===== config.mk =====
export PLATFORM = sky130hd
export DESIGN_NAME = nbody_readback_flat
export DESIGN_NICKNAME = d
export VERILOG_FILES = /design/src/rtl/nbody_pkg.sv /design/src/rtl/nbody_readback_if.sv /design/src/rtl/nbody_readback.sv /design/src/flat_wrapper.sv
export SDC_FILE = /design/constraint.sdc
export NUM_CORES = 1
export LEC_CHECK = 0
export BUFFER_PORTS_ARGS = -buffer_cell sky130_fd_sc_hd__buf_2
export CORE_UTILIZATION = 52
export CTS_CLUSTER_DIAMETER = 40
export DETAILED_ROUTE_END_ITERATION = 10
export PLACE_DENSITY = 0.84
export SYNTH_ARGS = -nofsm -noshare
export SYNTH_HDL_FRONTEND = slang
export SYNTH_SLANG_ARGS = --single-unit

===== constraint.sdc =====
create_clock -name clk -period 4.4 [get_ports clk]
set_input_delay 0.22 -clock clk [delete_from_list [all_inputs] [get_ports clk]]
set_output_delay 0.22 -clock clk [all_outputs]
set_load 0.05 [all_outputs]

===== src/rtl/nbody_pkg.sv =====
// Shared select codes, field/state typedefs and field-to-select mapping for nbody_readback.
// NBODY_READBACK_VEL_EN adds VX/VY to each body's readback.
package nbody_pkg;

  typedef enum logic [6:0] {
    SelGo   = 7'h00,
    SelX    = 7'h03,
    SelY    = 7'h04,
    SelM    = 7'h05,
    SelVx   = 7'h06,
    SelVy   = 7'h07,
    SelDone = 7'h40
  } sel_e;

  typedef enum logic [1:0] {
    FieldX  = 2'd0,
    FieldY  = 2'd1,
    FieldVx = 2'd2,
    FieldVy = 2'd3
  } field_e;

  typedef enum logic [3:0] {
    StIdle,
    StGoWr,
    StPollRd,
    StPollCap,
    StPollGap,
    StFetchRd,
    StFetchCap,
    StEmit,
    StFinish
  } state_e;

  localparam int unsigned MaxBodies = 512;

`ifdef NBODY_READBACK_VEL_EN
  localparam field_e LastField = FieldVy;
`else
  localparam field_e LastField = FieldY;
`endif

  function automatic sel_e field_sel(field_e f);
    sel_e s;
    unique case (f)
      FieldX:  s = SelX;
      FieldY:  s = SelY;
      FieldVx: s = SelVx;
      FieldVy: s = SelVy;
      default: s = SelX;
    endcase
    return s;
  endfunction

endpackage


===== src/rtl/nbody_readback_if.sv =====
// Memory-mapped bus and output stream of nbody_readback; master = the readback engine.
interface nbody_readback_if #(
  parameter int unsigned ADDR_WIDTH = 16
) ();
  logic                  m_chipselect;
  logic                  m_write;
  logic                  m_read;
  logic [ADDR_WIDTH-1:0] m_addr;
  logic [63:0]           m_writedata;
  logic [63:0]           m_readdata;
  logic                  out_valid;
  logic                  out_ready;
  logic [63:0]           out_data;
  logic [8:0]            out_idx;
  logic [1:0]            out_field;

  modport master (
    output m_chipselect, m_write, m_read, m_addr, m_writedata,
    input  m_readdata,
    output out_valid, out_data, out_idx, out_field,
    input  out_ready
  );

  modport slave (
    input  m_chipselect, m_write, m_read, m_addr, m_writedata,
    output m_readdata,
    input  out_valid, out_data, out_idx, out_field,
    output out_ready
  );
endinterface


===== src/rtl/nbody_readback.sv =====
// Kicks one simulation step, polls DONE, then streams back per-body state words.
// NBODY_READBACK_VEL_EN: stream X, Y, VX, VY per body instead of X, Y.
module nbody_readback
  import nbody_pkg::*;
#(
  parameter int unsigned ADDR_WIDTH      = 16,
  parameter int unsigned BODY_ADDR_WIDTH = 9,
  parameter int unsigned POLL_GAP        = 8
) (
  input  logic                     clk,
  input  logic                     rst_n,
  input  logic                     start,
  input  logic [9:0]               n_bodies,
  nbody_readback_if.master         bus,
  output logic                     busy,
  output logic                     done
);

  localparam int unsigned GapW = (POLL_GAP > 1) ? $clog2(POLL_GAP) : 1;

  state_e           state_q, state_d;
  logic [9:0]       nb_q, nb_d;
  logic [9:0]       idx_q, idx_d;
  field_e           field_q, field_d;
  logic [GapW-1:0]  gap_q, gap_d;
  logic [63:0]      data_q, data_d;
  logic             rd, wr;

  always_comb begin
    state_d          = state_q;
    nb_d             = nb_q;
    idx_d            = idx_q;
    field_d          = field_q;
    gap_d            = gap_q;
    data_d           = data_q;
    rd               = 1'b0;
    wr               = 1'b0;
    bus.m_addr       = '0;
    bus.m_writedata  = '0;

    unique case (state_q)
      StIdle: begin
        if (start) begin
          nb_d    = (n_bodies > 10'(MaxBodies)) ? 10'(MaxBodies) : n_bodies;
          idx_d   = '0;
          field_d = FieldX;
          state_d = StGoWr;
        end
      end
      StGoWr: begin
        wr              = 1'b1;
        bus.m_addr      = ADDR_WIDTH'({SelGo, {BODY_ADDR_WIDTH{1'b0}}});
        bus.m_writedata = 64'd1;
        state_d         = StPollRd;
      end
      StPollRd: begin
        rd         = 1'b1;
        bus.m_addr = ADDR_WIDTH'({SelDone, {BODY_ADDR_WIDTH{1'b0}}});
        state_d    = StPollCap;
      end
      StPollCap: begin
        if (bus.m_readdata[0]) begin
          state_d = (nb_q == '0) ? StFinish : StFetchRd;
        end else begin
          gap_d   = GapW'(POLL_GAP - 1);
          state_d = StPollGap;
        end
      end
      StPollGap: begin
        if (gap_q == '0) state_d = StPollRd;
        else             gap_d   = gap_q - 1'b1;
      end
      StFetchRd: begin
        rd         = 1'b1;
        bus.m_addr = ADDR_WIDTH'({field_sel(field_q), idx_q[BODY_ADDR_WIDTH-1:0]});
        state_d    = StFetchCap;
      end
      StFetchCap: begin
        data_d  = bus.m_readdata;
        state_d = StEmit;
      end
      StEmit: begin
        // Nothing advances while the sink stalls, so no bus traffic either.
        if (bus.out_ready) begin
          if (field_q == LastField) begin
            field_d = FieldX;
            if (idx_q == nb_q - 10'd1) begin
              state_d = StFinish;
            end else begin
              idx_d   = idx_q + 10'd1;
              state_d = StFetchRd;
            end
          end else begin
            field_d = field_e'(field_q + 2'd1);
            state_d = StFetchRd;
          end
        end
      end
      StFinish: state_d = StIdle;
      default:  state_d = StIdle;
    endcase

    bus.m_read       = rd;
    bus.m_write      = wr;
    bus.m_chipselect = rd | wr;
    bus.out_valid    = (state_q == StEmit);
    bus.out_data     = bus.out_valid ? data_q : '0;
    bus.out_idx      = bus.out_valid ? idx_q[8:0] : '0;
    bus.out_field    = bus.out_valid ? field_q : FieldX;
    busy             = (state_q != StIdle) && (state_q != StFinish);
    done             = (state_q == StFinish);
  end

  always_ff @(posedge clk or negedge rst_n) begin
    if (!rst_n) begin
      state_q <= StIdle;
      nb_q    <= '0;
      idx_q   <= '0;
      field_q <= FieldX;
      gap_q   <= '0;
      data_q  <= '0;
    end else begin
      state_q <= state_d;
      nb_q    <= nb_d;
      idx_q   <= idx_d;
      field_q <= field_d;
      gap_q   <= gap_d;
      data_q  <= data_d;
    end
  end

endmodule


===== src/flat_wrapper.sv =====
// flat-port wrapper written by rule: the top's interface ports become plain ports
module nbody_readback_flat import nbody_pkg::*;
#(
  parameter int unsigned ADDR_WIDTH      = 16,
  parameter int unsigned BODY_ADDR_WIDTH = 9,
  parameter int unsigned POLL_GAP        = 8
)
  (clk, rst_n, start, n_bodies, busy, done, bus_m_chipselect, bus_m_write, bus_m_read, bus_m_addr, bus_m_writedata, bus_m_readdata, bus_out_valid, bus_out_data, bus_out_idx, bus_out_field, bus_out_ready);
  nbody_readback_if #(.ADDR_WIDTH(ADDR_WIDTH)) bus_i ();
  input  logic clk;
  input  logic rst_n;
  input  logic start;
  input  logic [9:0] n_bodies;
  output logic busy;
  output logic done;
  output wire logic [$bits(bus_i.m_chipselect)-1:0] bus_m_chipselect;
  output wire logic [$bits(bus_i.m_write)-1:0] bus_m_write;
  output wire logic [$bits(bus_i.m_read)-1:0] bus_m_read;
  output wire logic [$bits(bus_i.m_addr)-1:0] bus_m_addr;
  output wire logic [$bits(bus_i.m_writedata)-1:0] bus_m_writedata;
  input wire logic [$bits(bus_i.m_readdata)-1:0] bus_m_readdata;
  output wire logic [$bits(bus_i.out_valid)-1:0] bus_out_valid;
  output wire logic [$bits(bus_i.out_data)-1:0] bus_out_data;
  output wire logic [$bits(bus_i.out_idx)-1:0] bus_out_idx;
  output wire logic [$bits(bus_i.out_field)-1:0] bus_out_field;
  input wire logic [$bits(bus_i.out_ready)-1:0] bus_out_ready;
  assign bus_m_chipselect = bus_i.m_chipselect;
  assign bus_m_write = bus_i.m_write;
  assign bus_m_read = bus_i.m_read;
  assign bus_m_addr = bus_i.m_addr;
  assign bus_m_writedata = bus_i.m_writedata;
  assign bus_i.m_readdata = bus_m_readdata;
  assign bus_out_valid = bus_i.out_valid;
  assign bus_out_data = bus_i.out_data;
  assign bus_out_idx = bus_i.out_idx;
  assign bus_out_field = bus_i.out_field;
  assign bus_i.out_ready = bus_out_ready;
  nbody_readback #(.ADDR_WIDTH(ADDR_WIDTH), .BODY_ADDR_WIDTH(BODY_ADDR_WIDTH), .POLL_GAP(POLL_GAP)) u_core (.clk(clk), .rst_n(rst_n), .start(start), .n_bodies(n_bodies), .bus(bus_i), .busy(busy), .done(done));
endmodule

## Yosys cells after proc, flatten, opt, wreduce, memory -nomap -nowiden

Cells that the tools add are included.

- Register bits after elaboration: 93
- Output and inout bits: 161
- Logic and storage cells: 75

- Add/sub/neg operators: 4
- Order comparisons: 1
- Equality and inequality tests: 20
- Muxes and demuxes: 29
- Bitwise operators: 1
- Reductions and logical operators: 14

Operator list:

| cell | count |
|---|---|
| two-way mux 64 bit | 1 |
| two-way mux 10 bit | 5 |
| case mux 16 bit (2 select lines) | 1 |
| case mux 4 bit (8 select lines) | 1 |
| two-way mux 4 bit | 7 |
| case mux 7 bit (4 select lines) | 1 |
| case mux 10 bit (2 select lines) | 1 |
| equality test 4 x 3 -> 1 bit (second input constant) | 4 |
| adder 10 x 1 -> 10 bit (second input constant) | 1 |
| equality test 10 bit | 1 |
| greater-than comparator 10 bit (second input constant) | 1 |
| logical NOT 10 bit | 1 |
| subtractor 10 x 1 -> 10 bit (second input constant) | 1 |
| two-way mux 9 bit | 1 |
| AND reduction 3 bit | 3 |
| equality test 4 x 2 -> 1 bit (second input constant) | 2 |
| two-way mux 2 bit | 4 |
| != test 2 bit (second input constant) | 4 |
| two-way mux 3 bit | 2 |
| != test 2 x 1 -> 1 bit (second input constant) | 3 |
| case mux 3 bit (2 select lines) | 1 |
| AND reduction 5 bit | 1 |
| equality test 2 bit (second input constant) | 2 |
| equality test 4 x 1 -> 1 bit (second input constant) | 1 |
| other kinds (16) | 19 |

## Longest topological paths before layout

Gate-level depths: netlist of the first run.

- Depth after elaboration: 6
- Depth in mapped cells: 11
- Gate-level depth less buffers: 9

## Worst setup path before layout of the first run

Ideal clock, no wire load.

- Path type: flip-flop to flip-flop
- Start: reg u_core.nb_q[0]
- End: reg u_core.idx_q[4]
- Setup time: 0.066 ns
- Arrival time: 2.537 ns
- Data required time: 4.334 ns
- Setup slack: 1.797 ns
- Stages on the path, launching flop included: 11
- Period minus slack after synthesis: 2.603 ns
- Path through: dfrtp_1 inv_1 ha_1 or4b_4 a21oi_1 nor3_1 a211o_1 and3_4 buf_6 or4_1 nand2_1

- Cells in the longest elaborated chain, start to end: 4

RTL lines:

| what | line | RTL |
|---|---|---|
| from (decl) | nbody_readback.sv:22 | `logic [9:0] nb_q, nb_d;` |
| from (signal assigned) | nbody_readback.sv:124 | `nb_q <= nb_d;` |
| subtractor 10 x 1 -> 10 bit | nbody_readback.sv:87 | `if (idx_q == nb_q - 10'd1) begin` |
| equality test 10 bit | nbody_readback.sv:87 |  |
| != test 2 bit (no source line) | -- |  |
| AND reduction 5 bit (no source line) | -- |  |
| to (signal assigned) | nbody_readback.sv:125 | `idx_q <= idx_d;` |
| to (decl) | nbody_readback.sv:23 | `logic [9:0] idx_q, idx_d;` |

No other way between the ends.
A chain may end at the register's enable or synchronous reset.

## Worst setup path in the final report of the first run

- Start: reg u_core.state_q[2]
- End: out bus_out_data[6]

- Cells in the longest elaborated chain, start to end: 2

RTL lines:

| what | line | RTL |
|---|---|---|
| from (decl) | nbody_readback.sv:21 | `state_e state_q, state_d;` |
| from (signal assigned) | nbody_readback.sv:116 | `state_q <= StIdle;` |
| from (signal assigned) | nbody_readback.sv:123 | `state_q <= state_d;` |
| equality test 4 x 3 -> 1 bit | nbody_readback.sv:106 | `bus.out_valid = (state_q == StEmit);` |
| two-way mux 64 bit | nbody_readback.sv:107 | `bus.out_data = bus.out_valid ? data_q : '0;` |
| to (decl) | flat_wrapper.sv:23 | `output wire logic [$bits(bus_i.out_data)-1:0] bus_out_data;` |

No other way between the ends.

==> results.md, run 1 <==
- Reg area: about 2300 µm²
- Via Count: 4302
- R2r worst-path depth: 9
- Final worst slack: 1.20 ns
- Maxcap violations: 0
- Synth top area cells: dfrtp_1 (42%), mux2_2 (13%), and2_1 (9.7%), buf_4 (9.2%), ha_1 (1.8%)
- RR Endpoint: u_core.idx_q[7]$_DFFE_PN0P_
- Final setup fails: 0
- Ys Warns: 0
- Clk pin slew, worst setup/hold paths: 0.10 ns
- Min-Delay Path Depth: 2
- CTS-repair resized insts: 0
- DRT Wirelength: around 13 mm
- Critical path class: reg -> out
- P per Cell Area: roughly 720 nW/µm²
- Crit end category: primary output
- Setup bufs post-CTS: 0
- Starting Density: 0.533
- Antenna violations before repair: 0
- Hold Path End: u_core.data_q[17]$_DFFE_PN0P_
- # DRC: 2
- CORE AREA: around 10000 µm²
- R2r setup slk: around 1.5 ns
- DR iter-0 viols: about 250
- WL per Instance: 15.0 µm
- Utilization after layout: 0.617
- Sw Ratio: 0.487
- TNS Setup: 0 ns
- Vias in the first global route: 4210
- CP arrival: 2.98 ns
- Area growth, synth to finish: 15.8%
- #FFs+latches synth: 93
- First drt pass iteration count: 7
- Clock power frac: 0.112
- Count leader, synth: dfrtp_1
- Clock Latency Late Sink: 0.38 ns
- Number of synthesized flops with an enable pin: 0
- Multi-input logic area: approximately 2700 µm²
- Maximum fanout along the worst path: 42
- Avg Cell Area, Syn: between 10 and 15 µm²
- Fin. Hold Viols: 0
- Num Clock Sinks: 93
- Final ANT Viol Nets: 0
- GRT overflow: 0
- Critical Path Start: u_core.state_q[2]$_DFFE_PN0P_
- Design area: 6340 µm²
- Share of power burned in registers: 0.328
- Rel. slew slack: 0.406
- Startpoint class of the critical path: flip-flop
- Leading area contributor after synthesis: dfrtp_1
- Synth cell count leaders: dfrtp_1 (93), and2_1 (85), buf_4 (67)
- Fin Clk Skew: 0.00850 ns
- Largest net degree at the start of global routing: 61
- Yosys cell types: 48
- Hold Path Class: in -> reg
- # fillers: about 850
- Die Y: 105 µm
- Post-Synthesis Cells: 538
- Share of cells above drive strength 1: 0.375
- Via/cell ratio: 5.13
- Setup WS pre-CTS: 1.48 ns
- RSZ-0062 raised after global routing: false
- Tmin final: 3.20 ns
- Ys async rst share: 1.00
- Ys flop type: dfrtp_1
- Top-area cell type share of the netlist area: 0.425
- Comb pwr share: 0.560
- Die W: approximately 100 µm
- Longest Clk Path Bufs: 2
- Fin Hold WS: 0.0640 ns
- Nets@finish: 784
- P_sw: ~2.2 mW
- DP Area: 6170 µm²
- First-pass GRT wire length: 20.4 mm
- # hold bufs at CTS: 1
- TritonCTS Buffers: 9
- Hold Path Origin: bus_m_readdata[17]
- H-tree levels: 3
- Die footprint: ~11000 µm²
- Lkg Pwr: 3.27 nW
- Seq/Total Area, Yosys: 0.425
- Internal: 2.36 mW
- Gr usage total: 0.236
- RR Startpoint: u_core.nb_q[0]$_DFFE_PN0P_
- VDD IR max: 0.482 mV
- CTS tree: done
- Slew Viols, Final: 0
- # port buffers: 172
- CTS Root Cell: clkbuf_8
- IO Pins: 239
- Ant. Diodes: 0
- Failing checks: DRC
- GPL Wtd Cong: just over 0.9
- # rows: 37
- Post-Syn Area: 5480 µm²
- Final period util: 0.727
- Dpl hpwl: 9.40 mm
- Fmax achieved: approximately 0.31 GHz
- Outcome: finished, violations left
- CP required: 4.18 ns
- Worst-Margin Slew: 0.885 ns
state kept, by name (all words and copies together) (netlist names):
name / flops
u_core.data_q: 64
u_core.idx_q: 10
u_core.nb_q: 10
u_core.state_q: 4
u_core.gap_q: 3
u_core.field_q: 2
cell families (layout without fill, tap and decap cells):
kind of cell               Yosys count  count (layout)  synth area share
and+or+nand+nor                    198             198             0.213
muxes                               65              65             0.134
adders and majority gates            8               8            0.0183
xor gates and xnor gates            11              11            0.0176
AOI/OAI and AO/OA                   58              58            0.0692
other                                1              66          0.000684
buffers and inverters              104             203             0.123
DFF                                 93              93             0.425
final cells by class:
type / count / area share
Clock inverter: 5 / 0.00612
Sequential cell: 93 / 0.367
Clock buffer: 10 / 0.0201
Multi-Input combinational cell: 406 / 0.430
Inverter: 12 / 0.00710
Timing Repair Buffer: 176 / 0.143
Tap cell: 136 / 0.0268
worst max path at each step:
stage | end | slack, ns | cells after the start
3_3_place_gp | u_core.idx_q[7]$_DFFE_PN0P_ | 1.58 | 9
2_1_floorplan | u_core.idx_q[4]$_DFFE_PN0P_ | 1.80 | 10
3_5_place_dp | u_core.idx_q[7]$_DFFE_PN0P_ | 1.48 | 9
5_1_grt | bus_out_data[13] | 0.94 | 6
6_report | bus_out_data[6] | 1.20 | 6
4_1_cts | bus_out_data[1] | 1.18 | 6
power by group through the flow:
stage	combinational, mW	sequential, mW	clock (mW)
after CTS	2.58	1.50	0.526
after detailed placement	2.57	1.52	0
after global routing	2.74	1.56	0.562
after floorplan	2.18	1.41	0
final	2.57	1.51	0.516
after global placement	2.49	1.49	0
critical path, stage by stage (launching register included):
cell and delay, ns:
dfrtp_1 0.45, nor2b_1 0.20, nand3_1 0.24, clkinv_1 0.77, buf_4 0.52, and2_1 0.20
buf_2 0.21
per-stage QoR:
step / power (mW) / cells
2_1_floorplan: 3.58 / 603
3_3_place_gp: 3.98 / 822
3_5_place_dp: 4.09 / 822
4_1_cts: 4.61 / 838
5_1_grt: 4.86 / 838
6_report: 4.59 / 838
routing by layer:
layer,GRT usage,vias to the layer above,wire (µm)
li1,-,2012,-
met1,0.261,2059,4840
met2,0.412,207,6450
met3,0.0767,24,1080
met4,0.106,0,237
met5,0,-,0
cell usage in the layout (no fill, tap or decap), drive strengths merged, types with 2 or more instances in the layout:
cell and instances:
and2 85, a2111oi 3, nand2 22, xnor2 8, buf 175, clkbuf 10
a21oi 17, mux2 65, or3 7, o31ai 5, and3 8, nor4 4
a21o 2, nand2b 4, nor3 6, nor2b 5, or4 5, and2b 2
nand4 3, o21ai 12, clkinv 5, xor2 3, o21bai 2, inv 11
o211ai 4, nand3 13, a22o 5, dfrtp 93, nand3b 7, nor2 24
conb 66, ha 8
Note: power is estimated with default switching activity, not from simulation.
==> run 2: changes to the inputs <==
--- a/config.mk
+++ b/config.mk
@@ -5,11 +5,12 @@
 export SDC_FILE = /design/constraint.sdc
 export NUM_CORES = 1
 export LEC_CHECK = 0
+export ABC_AREA = 1
 export BUFFER_PORTS_ARGS = -buffer_cell sky130_fd_sc_hd__buf_2
-export CORE_UTILIZATION = 52
+export CORE_UTILIZATION = 43
 export CTS_CLUSTER_DIAMETER = 40
 export DETAILED_ROUTE_END_ITERATION = 10
-export PLACE_DENSITY = 0.84
+export PLACE_DENSITY = 0.74
 export SYNTH_ARGS = -nofsm -noshare
 export SYNTH_HDL_FRONTEND = slang
 export SYNTH_SLANG_ARGS = --single-unit
==> constraint.sdc (replaced) <==
create_clock -name clk -period 2.75 [get_ports clk]
set_input_delay 0.1375 -clock clk [delete_from_list [all_inputs] [get_ports clk]]
set_output_delay 0.1375 -clock clk [all_outputs]
set_load 0.05 [all_outputs]
==> run 2 against run 1 <==
  * The run now ends clean
  * Critical endpoint is now bus_out_data[46]
  * First-iteration DRC count rose by 5.2%
  * Largest cell class is now registers
  * Critical path type unchanged
  * Hold slack worse by 0.023 ns
  * Final area rose by 1.7%
==> results.md, run 2 <==
- Commonest non-fill, non-tap cells in the layout: nor2_1 (178), buf_2 (171), inv_1 (111), dfrtp_1 (93), nand2_1 (92)
- RR Startpoint: u_core.nb_q[0]$_DFFE_PN0P_
- #FFs+latches synth: 93 (unchanged)
- First-pass GRT wire length: 19.9 mm (-2.3%)
- H-tree levels: 3 (unchanged)
- TNS Setup: 0 ns (unchanged)
- DR iter-0 viols: 262 (+5.2%)
- Starting Density: 0.446 (-0.0876)
- Via Count: 4697 (+9.2%)
- Final setup fails: 0 (unchanged)
- Via/cell ratio: 4.39 (-14%)
- RR Endpoint: u_core.idx_q[6]$_DFFE_PN0P_
- Gr usage total: 0.193 (-0.0425)
- Vias in the first global route: 4342 (+3.1%)
- CTS tree: done
- Avg Cell Area, Syn: 7.32 µm² (-28%)
- Clock Latency Late Sink: 0.34 ns (-0.04 ns)
- CORE AREA: 12100 µm² (+18%)
- Die W: 114 µm (+9.0%)
- Count leader, synth: nor2_1
- Min-Delay Path Depth: 3 (+1)
- Startpoint class of the critical path: flip-flop
- Post-Synthesis Cells: 737 (+37%)
- Ys Warns: 0 (unchanged)
- Ant. Diodes: 0 (unchanged)
- Internal: 3.60 mW (+53%)
- IO Pins: 239 (unchanged)
- Crit end category: primary output
- GPL Wtd Cong: 0.858 (-6.7%)
- Antenna violations before repair: 0 (unchanged)
- Longest Clk Path Bufs: 2 (unchanged)
- RSZ-0062 raised after global routing: false
- P_sw: 3.71 mW (+66%)
- Num Clock Sinks: 93 (unchanged)
- Seq/Total Area, Yosys: 0.431 (+0.00650)
- Fin Clk Skew: 0.00787 ns (-0.000630 ns)
- Ys flop type: dfrtp_1
- Final worst slack: 0.579 ns (-0.623 ns)
- Sw Ratio: 0.508 (+0.0203)
- Slew Viols, Final: 0 (unchanged)
- Fin Hold WS: 0.0408 ns (-0.0232 ns)
- Maxcap violations: 0 (unchanged)
- CP required: 2.61 ns (-1.57 ns)
- Share of cells above drive strength 1: 0.233 (-0.142)
- Nets@finish: 982 (+25%)
- CTS Root Cell: clkbuf_16
- Area growth, synth to finish: 19.5%
- Comb pwr share: 0.537 (-0.023)
- Fin. Hold Viols: 0 (unchanged)
- Die footprint: 13000 µm² (+19%)
- VDD IR max: 0.570 mV (+18%)
- Largest register FFs: 64 (unchanged)
- Fmax achieved: 0.461 GHz
- Commonest non-fill, non-tap cell in the layout: nor2_1
- # rows: 40 (+8.1%)
- GRT overflow: 0 (unchanged)
- CTS-repair resized insts: 0 (unchanged)
- Hold Path Origin: bus_m_readdata[29]
- Top-area cell type share of the netlist area: 0.431 (+0.00650)
- CP arrival: 2.03 ns (-0.95 ns)
- Leading area contributor after synthesis: dfrtp_1
- Dpl hpwl: 9.03 mm (-3.9%)
- Lkg Pwr: 3.84 nW (+17%)
- Number of synthesized flops with an enable pin: 0 (unchanged)
- Synth top area cells: dfrtp_1 (43%), nor2_1 (12%), buf_4 (9.3%), inv_1 (7.7%), nand2_1 (6.5%)
- R2r setup slk: 0.67 ns (-0.79 ns)
- Post-Syn Area: 5400 µm² (-1.5%)
- Largest net degree at the start of global routing: 74 (+21%)
- Share of power burned in registers: 0.302 (-0.026)
- Clk pin slew, worst setup/hold paths: 0.07 ns (-0.03 ns)
- Tmin final: 2.17 ns
- Final ANT Viol Nets: 0 (unchanged)
- Final std cells w/o fill: 1069 (+28%)
- Largest registers: u_core.data_q (64), u_core.idx_q (10), u_core.nb_q (10)
- Dpl cells: 1052 (+28%)
- Synth cell count leaders: nor2_1 (178), inv_1 (111), dfrtp_1 (93), nand2_1 (93)
- Clock power frac: 0.161 (+0.049)
- Worst-Margin Slew: 0.626 ns (-0.259 ns)
- Rel. slew slack: 0.583 (+0.176)
- Final period util: 0.790
- Ys async rst share: 1.00 (unchanged)
- Critical path class: reg -> out
- Hold Path Class: in -> reg
- P per Cell Area: 1130 nW/µm² (+56%)
- R2r worst-path depth: 15 (+6)
- DRT Wirelength: 12.1 mm (-3.8%)
- Hold Path End: u_core.data_q[29]$_DFFE_PN0P_
- # port buffers: 172 (unchanged)
- Yosys cell types: 37 (-23%)
- Outcome: finished, final reports clean
- WL per Instance: 11.3 µm (-25%)
- Setup WS pre-CTS: 0.709 ns (-0.770 ns)
- Maximum fanout along the worst path: 47 (+12%)
- First drt pass iteration count: 4 (-3)
- Die Y: 114 µm (+9.0%)
- TritonCTS Buffers: 9 (unchanged)
- Largest reg by FF count: u_core.data_q
- # DRC: 0 (-2)
-- run 2: worst max-delay path by stage --
| stage | start | end | slack (ns) |
|---|---|---|---|
| after floorplan | u_core.state_q[2]$_DFFE_PN0P_ | bus_m_chipselect | 0.45 |
| after global placement | u_core.nb_q[0]$_DFFE_PN0P_ | u_core.idx_q[7]$_DFFE_PN0P_ | 0.80 |
| after detailed placement | u_core.nb_q[0]$_DFFE_PN0P_ | u_core.idx_q[8]$_DFFE_PN0P_ | 0.71 |
| after CTS | u_core.state_q[3]$_DFFE_PN0P_ | bus_out_data[6] | 0.56 |
| after global routing | u_core.nb_q[0]$_DFFE_PN0P_ | u_core.idx_q[8]$_DFFE_PN0P_ | 0.34 |
| final | u_core.state_q[3]$_DFFE_PN0P_ | bus_out_data[46] | 0.58 |
-- run 2: repair_timing --
action,in CTS,in global routing
endpoints found under the setup margin,0,0
setup buffers,0,0
hold buffers,1,0
endpoints found under the hold margin,46,0
-- run 2: cells by family (layout without fill, tap and decap cells) --
| group | count (synthesis) | count (layout) | share of synthesized area |
|---|---|---|---|
| xor gates and xnor gates | 13 | 13 | 0.0211 |
| other | 1 | 66 | 0.000695 |
| AOI/OAI and AO/OA | 91 | 91 | 0.0879 |
| DFF | 93 | 93 | 0.431 |
| buffers and inverters | 210 | 309 | 0.196 |
| and+or+nand+nor | 321 | 321 | 0.245 |
| adders and majority gates | 8 | 8 | 0.0185 |
-- run 2: cell type report --
cell class              count  area [µm²]
inverters                 116         435
clock buffers              11         243
repair buffers            177         928
fillers                  1218        5660
flip-flops and latches     93        2330
clock inverters             5        43.8
multi-input cells         499        2260
well taps                 168         210
-- run 2: worst max-delay path, stage by stage (launching register included) --
cell     delay (ns)
dfrtp_1        0.38
inv_1          0.12
nand2_2        0.14
nor2_8         0.20
inv_2          0.11
buf_4          0.29
nor2_1         0.17
buf_2          0.28
-- run 2: per-stage QoR --
stage / utilization / cell area, µm² / total power, mW
after detailed placement: 0.508 / 6150 / 6.17
final: 0.533 / 6450 / 7.31
after floorplan: - / 5640 / 5.43
after global placement: 0.508 / 6150 / 6.10
after global routing: 0.533 / 6450 / 7.94
after CTS: 0.533 / 6450 / 7.38
-- run 2: per-layer routing --
metal | vias to the layer above | share of wire | routed length, µm | GRT usage
met3 | 14 | 0.067 | 815 | 0.0420
met1 | 2100 | 0.44 | 5340 | 0.245
li1 | 2415 | - | - | -
met4 | 0 | 0.015 | 185 | 0.0814
met5 | - | 0 | 0 | 0
met2 | 168 | 0.48 | 5780 | 0.319
-- run 2: power groups by stage --
stage	clock network, mW	registers, mW	logic (mW)
after detailed placement	0	2.24	3.93
after global placement	0	2.21	3.89
after floorplan	0	2.16	3.26
after CTS	1.21	2.21	3.95
final	1.18	2.21	3.92
after global routing	1.28	2.28	4.38
